**src/rtl/serial_adder_pkg.sv**
```systemverilog
// Shared definitions for the bit-serial adder: FSM state encoding, the
// default operand width and the bit-counter sizing helper.
package serial_adder_pkg;

   // Default operand/result width in bits
   localparam int DEFAULT_WIDTH = 8;

   // Controller states: waiting, shifting bits through the adder, result pulse
   typedef enum logic [1:0] {
      IDLE = 2'd0,
      RUN  = 2'd1,
      DONE = 2'd2
   } state_e;

   // Counter width able to hold the value WIDTH without wrapping
   function automatic int cnt_bits(input int width);
      return $clog2(width + 1);
   endfunction

endpackage

```
**src/rtl/full_adder.sv**
```systemverilog
// Single-bit full adder used as the arithmetic core of the serial adder.
module full_adder (
   input  logic a,
   input  logic b,
   input  logic cin,
   output logic s,
   output logic c
);

   assign s = a ^ b ^ cin;
   assign c = (a & b) | (cin & (a ^ b));

endmodule

```
**src/rtl/serial_adder.sv**
```systemverilog
// Bit-serial adder: captures two WIDTH-bit operands and a carry-in, adds
// one bit per clock through a single full adder, and publishes the sum and
// carry-out together with a one-cycle done pulse.
module serial_adder
   import serial_adder_pkg::*;
#(
   parameter int WIDTH = DEFAULT_WIDTH
) (
   input  logic             clk,
   input  logic             rst_n,
   input  logic             start,
   input  logic [WIDTH-1:0] a,
   input  logic [WIDTH-1:0] b,
   input  logic             cin,
   output logic             busy,
   output logic             done,
   output logic [WIDTH-1:0] sum,
   output logic             cout
);

   localparam int                CNT_W    = cnt_bits(WIDTH);
   localparam logic [CNT_W-1:0] LAST_BIT = CNT_W'(WIDTH - 1);

   state_e           state_q, state_d;
   logic [WIDTH-1:0] a_q, a_d;
   logic [WIDTH-1:0] b_q, b_d;
   logic [WIDTH-1:0] psum_q, psum_d;
   logic [WIDTH-1:0] sum_q, sum_d;
   logic             carry_q, carry_d;
   logic             cout_q, cout_d;
   logic [CNT_W-1:0] cnt_q, cnt_d;
   logic             load;
   logic             fa_s;
   logic             fa_c;

   full_adder u_fa (
      .s   (fa_s),
      .c   (fa_c),
      .a   (a_q[0]),
      .b   (b_q[0]),
      .cin (carry_q)
   );

   // State and datapath registers; reset clears everything at once
   always_ff @(posedge clk or negedge rst_n) begin
      if (!rst_n) begin
         state_q <= IDLE;
         a_q     <= '0;
         b_q     <= '0;
         psum_q  <= '0;
         sum_q   <= '0;
         carry_q <= 1'b0;
         cout_q  <= 1'b0;
         cnt_q   <= '0;
      end else begin
         state_q <= state_d;
         a_q     <= a_d;
         b_q     <= b_d;
         psum_q  <= psum_d;
         sum_q   <= sum_d;
         carry_q <= carry_d;
         cout_q  <= cout_d;
         cnt_q   <= cnt_d;
      end
   end

   // Next-state, datapath next values and status outputs
   always_comb begin
      state_d = state_q;
      a_d     = a_q;
      b_d     = b_q;
      psum_d  = psum_q;
      sum_d   = sum_q;
      carry_d = carry_q;
      cout_d  = cout_q;
      cnt_d   = cnt_q;
      busy    = 1'b0;
      done    = 1'b0;
      load    = 1'b0;

      case (state_q)
         IDLE: begin
            load = start;
         end
         RUN: begin
            // Sum bits enter at the MSB so the LSB ends up at bit 0 after WIDTH shifts
            busy    = 1'b1;
            psum_d  = {fa_s, psum_q[WIDTH-1:1]};
            a_d     = a_q >> 1;
            b_d     = b_q >> 1;
            carry_d = fa_c;
            cnt_d   = cnt_q + 1'b1;
            if (cnt_q == LAST_BIT) begin
               sum_d   = {fa_s, psum_q[WIDTH-1:1]};
               cout_d  = fa_c;
               state_d = DONE;
            end
         end
         DONE: begin
            // A new request here chains straight into RUN with no idle gap
            done    = 1'b1;
            state_d = IDLE;
            load    = start;
         end
         default: begin
            state_d = IDLE;
         end
      endcase

      if (load) begin
         a_d     = a;
         b_d     = b;
         carry_d = cin;
         psum_d  = '0;
         cnt_d   = '0;
         state_d = RUN;
      end
   end

   assign sum  = sum_q;
   assign cout = cout_q;

endmodule

```
**config.mk**
```make
export PLATFORM = sky130hd
export DESIGN_NAME = serial_adder
export DESIGN_NICKNAME = d
export VERILOG_FILES = /design/src/rtl/serial_adder_pkg.sv /design/src/rtl/full_adder.sv /design/src/rtl/serial_adder.sv
export SDC_FILE = /design/constraint.sdc
export NUM_CORES = 1
export LEC_CHECK = 0
export ABC_CLOCK_PERIOD_IN_PS = 1900
export CAP_MARGIN = 15
export CORE_ASPECT_RATIO = 1.75
export CORE_MARGIN = 5
export CORE_UTILIZATION = 30
export CTS_CLUSTER_SIZE = 10
export DETAILED_ROUTE_END_ITERATION = 10
export GPL_ROUTABILITY_DRIVEN = 0
export PLACE_DENSITY = 0.54
export SYNTH_ARGS = -nofsm -noshare
export SYNTH_HDL_FRONTEND = slang
export SYNTH_HIERARCHICAL = 1
export SYNTH_SLANG_ARGS = --single-unit
```
**constraint.sdc**
```tcl
create_clock -name clk -period 1.9 [get_ports clk]
set_input_delay 0.38 -clock clk [delete_from_list [all_inputs] [get_ports clk]]
set_output_delay 0.38 -clock clk [all_outputs]
set_load 0.05 [all_outputs]
```
* Word level (Yosys, flattened, before mapping)
Index checks and enable logic that the tools add are counted.
** Word-level totals
- Logic and storage cells :: 40
- Register bits :: 40
- Output and inout port bits :: 11
** Cells by class
- Reductions and logical operators :: 5
- Bitwise operators :: 5
- Equality and inequality tests :: 5
- Mux-type cells :: 16
- $add $sub $neg :: 1
** Operators with widths (count)
- 2-to-1 mux 8 bit :: 6
- 2-to-1 mux 4 bit :: 2
- 2-to-1 mux 1 bit :: 5
- adder 4 x 1 -> 4 bit (second input constant) :: 1
- == test 4 x 3 -> 1 bit (second input constant) :: 1
- 2-to-1 mux 2 bit :: 2
- case mux 2 bit (2 select lines) :: 1
- AND reduction 2 bit :: 2
- inequality test 3 bit (second input constant) :: 1
- bitwise AND 1 bit :: 2
- == test 2 x 1 -> 1 bit (second input constant) :: 1
- == test 2 bit (second input constant) :: 1
- logical NOT 2 bit :: 1
- inequality test 2 bit (second input constant) :: 1
- nonzero test 2 bit :: 1
- OR reduction 2 bit :: 1
- XOR 1 bit :: 2
- bitwise OR 1 bit :: 1

* Longest topological paths before layout
- Word-level depth :: 5
- Mapped depth :: 5

* By module
The synthesis kept the hierarchy.
** By module, submodules not included
- serial_adder :: area each 1602.8 um^2, seq. area each 975.9 um^2, instances 1, cells an instance 123
- full_adder :: area each 20.0 um^2, seq. area each 0.0 um^2, instances 1, cells an instance 1

* Worst setup path before layout
OpenSTA, ideal clock, no wires.
- Kind :: register -> output
- From :: register state_q[0]
- To :: output port done
- Cell stages (with the launch flop) :: 2
- Required time :: 1.520 ns
- Path slack :: 0.428 ns
- Arrival time :: 1.092 ns
- Path through :: dfrtp_1 -> nor2b_1
** On the way
- Word-level cells in the longest chain between the ends :: 2
** RTL lines
- start, declared :: RTL line serial_adder.sv:24 : state_e state_q, state_d;
- start signal, assigned :: RTL line serial_adder.sv:56 : state_q <= state_d;
- == test 2 bit :: RTL line serial_adder.sv:81 : case (state_q)
- 2-to-1 mux 1 bit :: RTL line serial_adder.sv:81
- end, declared :: RTL line serial_adder.sv:16 : output logic done,
No other way between the ends.

* Final worst setup path
- From :: register sum_q[5] (netlist: sum[5])
- To :: output port sum[5]
** RTL lines
- start, declared :: RTL line serial_adder.sv:28 : logic [WIDTH-1:0] sum_q, sum_d;
- start signal, assigned :: RTL line serial_adder.sv:60 : sum_q <= sum_d;
- end, declared :: RTL line serial_adder.sv:17 : output logic [WIDTH-1:0] sum,
No word-level cell between the ends.

==> results by group <==
Synthesis
  • Share of Yosys cell area claimed by the top area cell type: 60.1%
  • Synthesized area per cell: 13.1 µm²
  • Synth top area cells: dfrtp_1, a22o_1, mux2i_1, mux2_1, nand2_1
  • Multiplexer share of the synthesized area: 13.7%
  • Xor/xnor cell area share of the yosys netlist: 0.540%
  • Post-synthesis cell type count: 22
  • Synth Area in Compound Gates: 13.8%
  • Cell taking the most area after synthesis: dfrtp_1
  • Synth Area in Adders: 2.00%
  • Sequential fraction of the synthesis area: 60.1%
  • Netlist Area Pre-Place: 0.00162 mm²
  • #FFs+latches synth: 39
  • Post-synthesis cell count: 124
  • Syn_nets: 146
  • Simple logic cell fraction of the synthesized area: 6.48%
  • Main combinational cell family by area after synthesis: compound AO/OA/AOI/OAI gates
  • Synth Warn #: 6

Floorplan
  • Die Span Y: 107 µm
  • CORE AREA: 0.00526 mm²
  • Chip width: 65.6 µm
  • Boundary Pins: 31
  • Initial Util: 30.9%
  • FP Rows: 35
  • Die ar.: 0.00704 mm²

Clock tree
  • Worst-skew pair later-pin latency: 0.29 ns
  • Max Root-Sink Buffers: 2
  • Post-CTS sizing: 0
  • Hold Buf Count CTS: 0
  • Num CTS Buffers: 5
  • Num Clock Sinks: 39
  • Post-CTS Setup Repair Bufs: 0
  • CTS tree: yes
  • H-tree depth: 2
  • Clk slew on worst S/H paths: 0.08 ns
  • CTS root buffer: clkbuf_8

STA
  • Min Tclk post-route: 1.83 ns
  • Tcrit/Tclk final: 96.3%
  • Final hold vios: 0
  • Max Clock Skew: 0.00818 ns
  • RSZ-0062 raised after global routing: no
  • TNS Setup: 0 ns
  • Setup Viol. Count Final: 0
  • Max_slew headroom: 59.5%
  • Fmax: 547 MHz
  • Slack of the critical path: 0.0712 ns
  • Worst-margin pin slew: 0.607 ns
  • Slew Limit Fails: 0

Pwr
  • Net Sw Frac: 35.9%
  • Power Density: 1790 mW/mm²
  • Register share of total power: 37.1%
  • Peak VDD IR: 0.000846 V
  • Comb power frac: 41.4%
  • Clock power frac: 21.4%
  • Overall Power: 3780 µW
  • P_leak: 0.00101 µW
  • Internal power: 2420 µW
  • Switch Pwr: 1360 µW

Route
  • Vias: 1058
  • Drc violations: 0
  • Routed length per instance: 13.9 µm
  • Vias/cell: 4.94
  • Final WL: 2980 µm
  • DRT Pass-1 Iters: 4
  • First DRT Iteration DRCs: 13
  • Routed Antenna Nets: 0

Global routing
  • Grt ovf: 0
  • Initial antenna violation count: 0
  • Vias in the first global route: 1122
  • First-pass GRT wire length: 5000 µm
  • Largest net degree at the start of global routing: 40
  • GRT Util Overall: 9.24%

Critical path
  • Worst Path Class, Setup: reg2out
  • Critical path's top delay family: buffers and inverters
  • Worst path max stage delay: 0.81 ns
  • CP Launch Point: sum[5]
  • CP arrival: 1.45 ns
  • Crit start category: flop
  • WP data required: 1.52 ns
  • CP Buf/Inv Count: 1
  • Max stage delay cell, worst path: clkdlybuf4s50_1
  • CP Cell Sequence: clkdlybuf4s50_1
  • Worst reg2reg startpoint: state_q[0]
  • Crit. End Element: output pin
  • Peak fanout along the critical path: 2

Hold path
  • Worst Hold Class: in2async

Finish
  • Antenna cell count: 0
  • Area grow syn2layout: 30.2%
  • # nets final: 180
  • Finished Layout Cells: 214
  • Final core occ: 40.2%
  • Layout fillers: 506
  • Layout cells sized above 1: 12.6%

Outcome
  • Run status: complete, no violations

Placement
  • Placed cell count: 206
  • Post-Place Worst Slack: 0.108 ns
  • Post-DP HPWL: 2140 µm
  • Buffers on Ports: 30

Flow run
  • Maxcap violations: 0
==> layout make-up <==
class | instances | area [µm²] | share of cell area, %
flip-flops and latches | 39 | 976 | 46.2
repair buffers | 35 | 338 | 16.0
clock inverters | 2 | 60.1 | 2.84
well taps | 55 | 68.8 | 3.26
multi-input cells | 77 | 598 | 28.3
clock buffers | 6 | 72.6 | 3.43
==> power groups by stage <==
| stage | sequential [µW] | clock (µW) | combinational (µW) |
|---|---|---|---|
| 6_report | 1400 | 810 | 1570 |
| 5_1_grt | 1450 | 863 | 1710 |
| 4_1_cts | 1410 | 834 | 1600 |
| 3_5_place_dp | 1420 | 0 | 1590 |
| 3_3_place_gp | 1410 | 0 | 1550 |
| 2_1_floorplan | 1660 | 0 | 885 |
==> logic make-up after synthesis <==
| group | count (synthesis) |
|---|---|
| xor gates and xnor gates | 1 |
| AOI/OAI and AO/OA | 31 |
| and+or+nand+nor | 22 |
| adders and majority gates | 2 |
| DFF | 39 |
| buffers and inverters | 8 |
| muxes | 21 |
==> routing by layer <==
metal	vias up	track usage, %	wire length (µm)
met2	30	16.9	1580
li1	506	-	-
met1	518	9.65	1220
met5	-	0	0
met3	4	3.03	151
met4	0	3.12	37
==> final timing paths <==
path | end | slack, ns | cells past startpoint
max | sum[5] | 0.07 | 1
min | psum_q[7] | 0.13 | 2
max reg2reg | sum[5] | 0.35 | 4
min reg2reg | b_q[1] | 0.48 | 1
max in group asynchronous | a_q[6] | 1.41 | 2
min in group clk | b_q[1] | 0.48 | 1
==> sequential cells by signal, indices dropped and copies added, names as in the netlist <==
register and count:
state_q 2, b_q 8, cout 1, psum_q 7, cnt_q 4, carry_q 1, a_q 8, sum 8
==> stage by stage <==
stage | hold slack (ns) | cell area, µm²
finish | 0.133 | 2110
global route | 0.174 | 2110
CTS | 0.149 | 2110
detailed placement | 0.465 | 1980
global placement | 0.457 | 1980
floorplan | 0.0844 | 1620
==> cells in the mapped netlist <==
| library cell | count |
|---|---|
| a21o_1 | 5 |
| a22o_1 | 15 |
| buf_2 | 4 |
| buf_4 | 3 |
| buf_6 | 1 |
| dfrtp_1 | 39 |
| fa_1 | 1 |
| ha_1 | 1 |
| mux2_1 | 9 |
| mux2_2 | 1 |
| mux2i_1 | 11 |
| nand2_1 | 13 |
| nand2b_1 | 1 |
| nand3b_1 | 1 |
| nand4_1 | 1 |
| nor2_1 | 1 |
| nor2_2 | 1 |
| nor2b_1 | 3 |
| nor3b_1 | 1 |
| o21ai_0 | 3 |
| o21ai_1 | 8 |
| xor2_1 | 1 |
==> placed cells by master (no fill, tap or decap), types with 3 or more instances in the layout <==
| master | Yosys | final |
|---|---|---|
| clkdlybuf4s50_1 | 0 | 26 |
| dfrtp_1 | 39 | 39 |
| nand2_1 | 13 | 13 |
| o21ai_1 | 8 | 8 |
| a21o_1 | 5 | 5 |
| buf_4 | 3 | 7 |
| o21ai_0 | 3 | 3 |
| mux2_1 | 9 | 9 |
| clkbuf_8 | 0 | 5 |
| a22o_1 | 15 | 15 |
| mux2i_1 | 11 | 11 |
No activity file was read; power rests on OpenSTA's default activity.
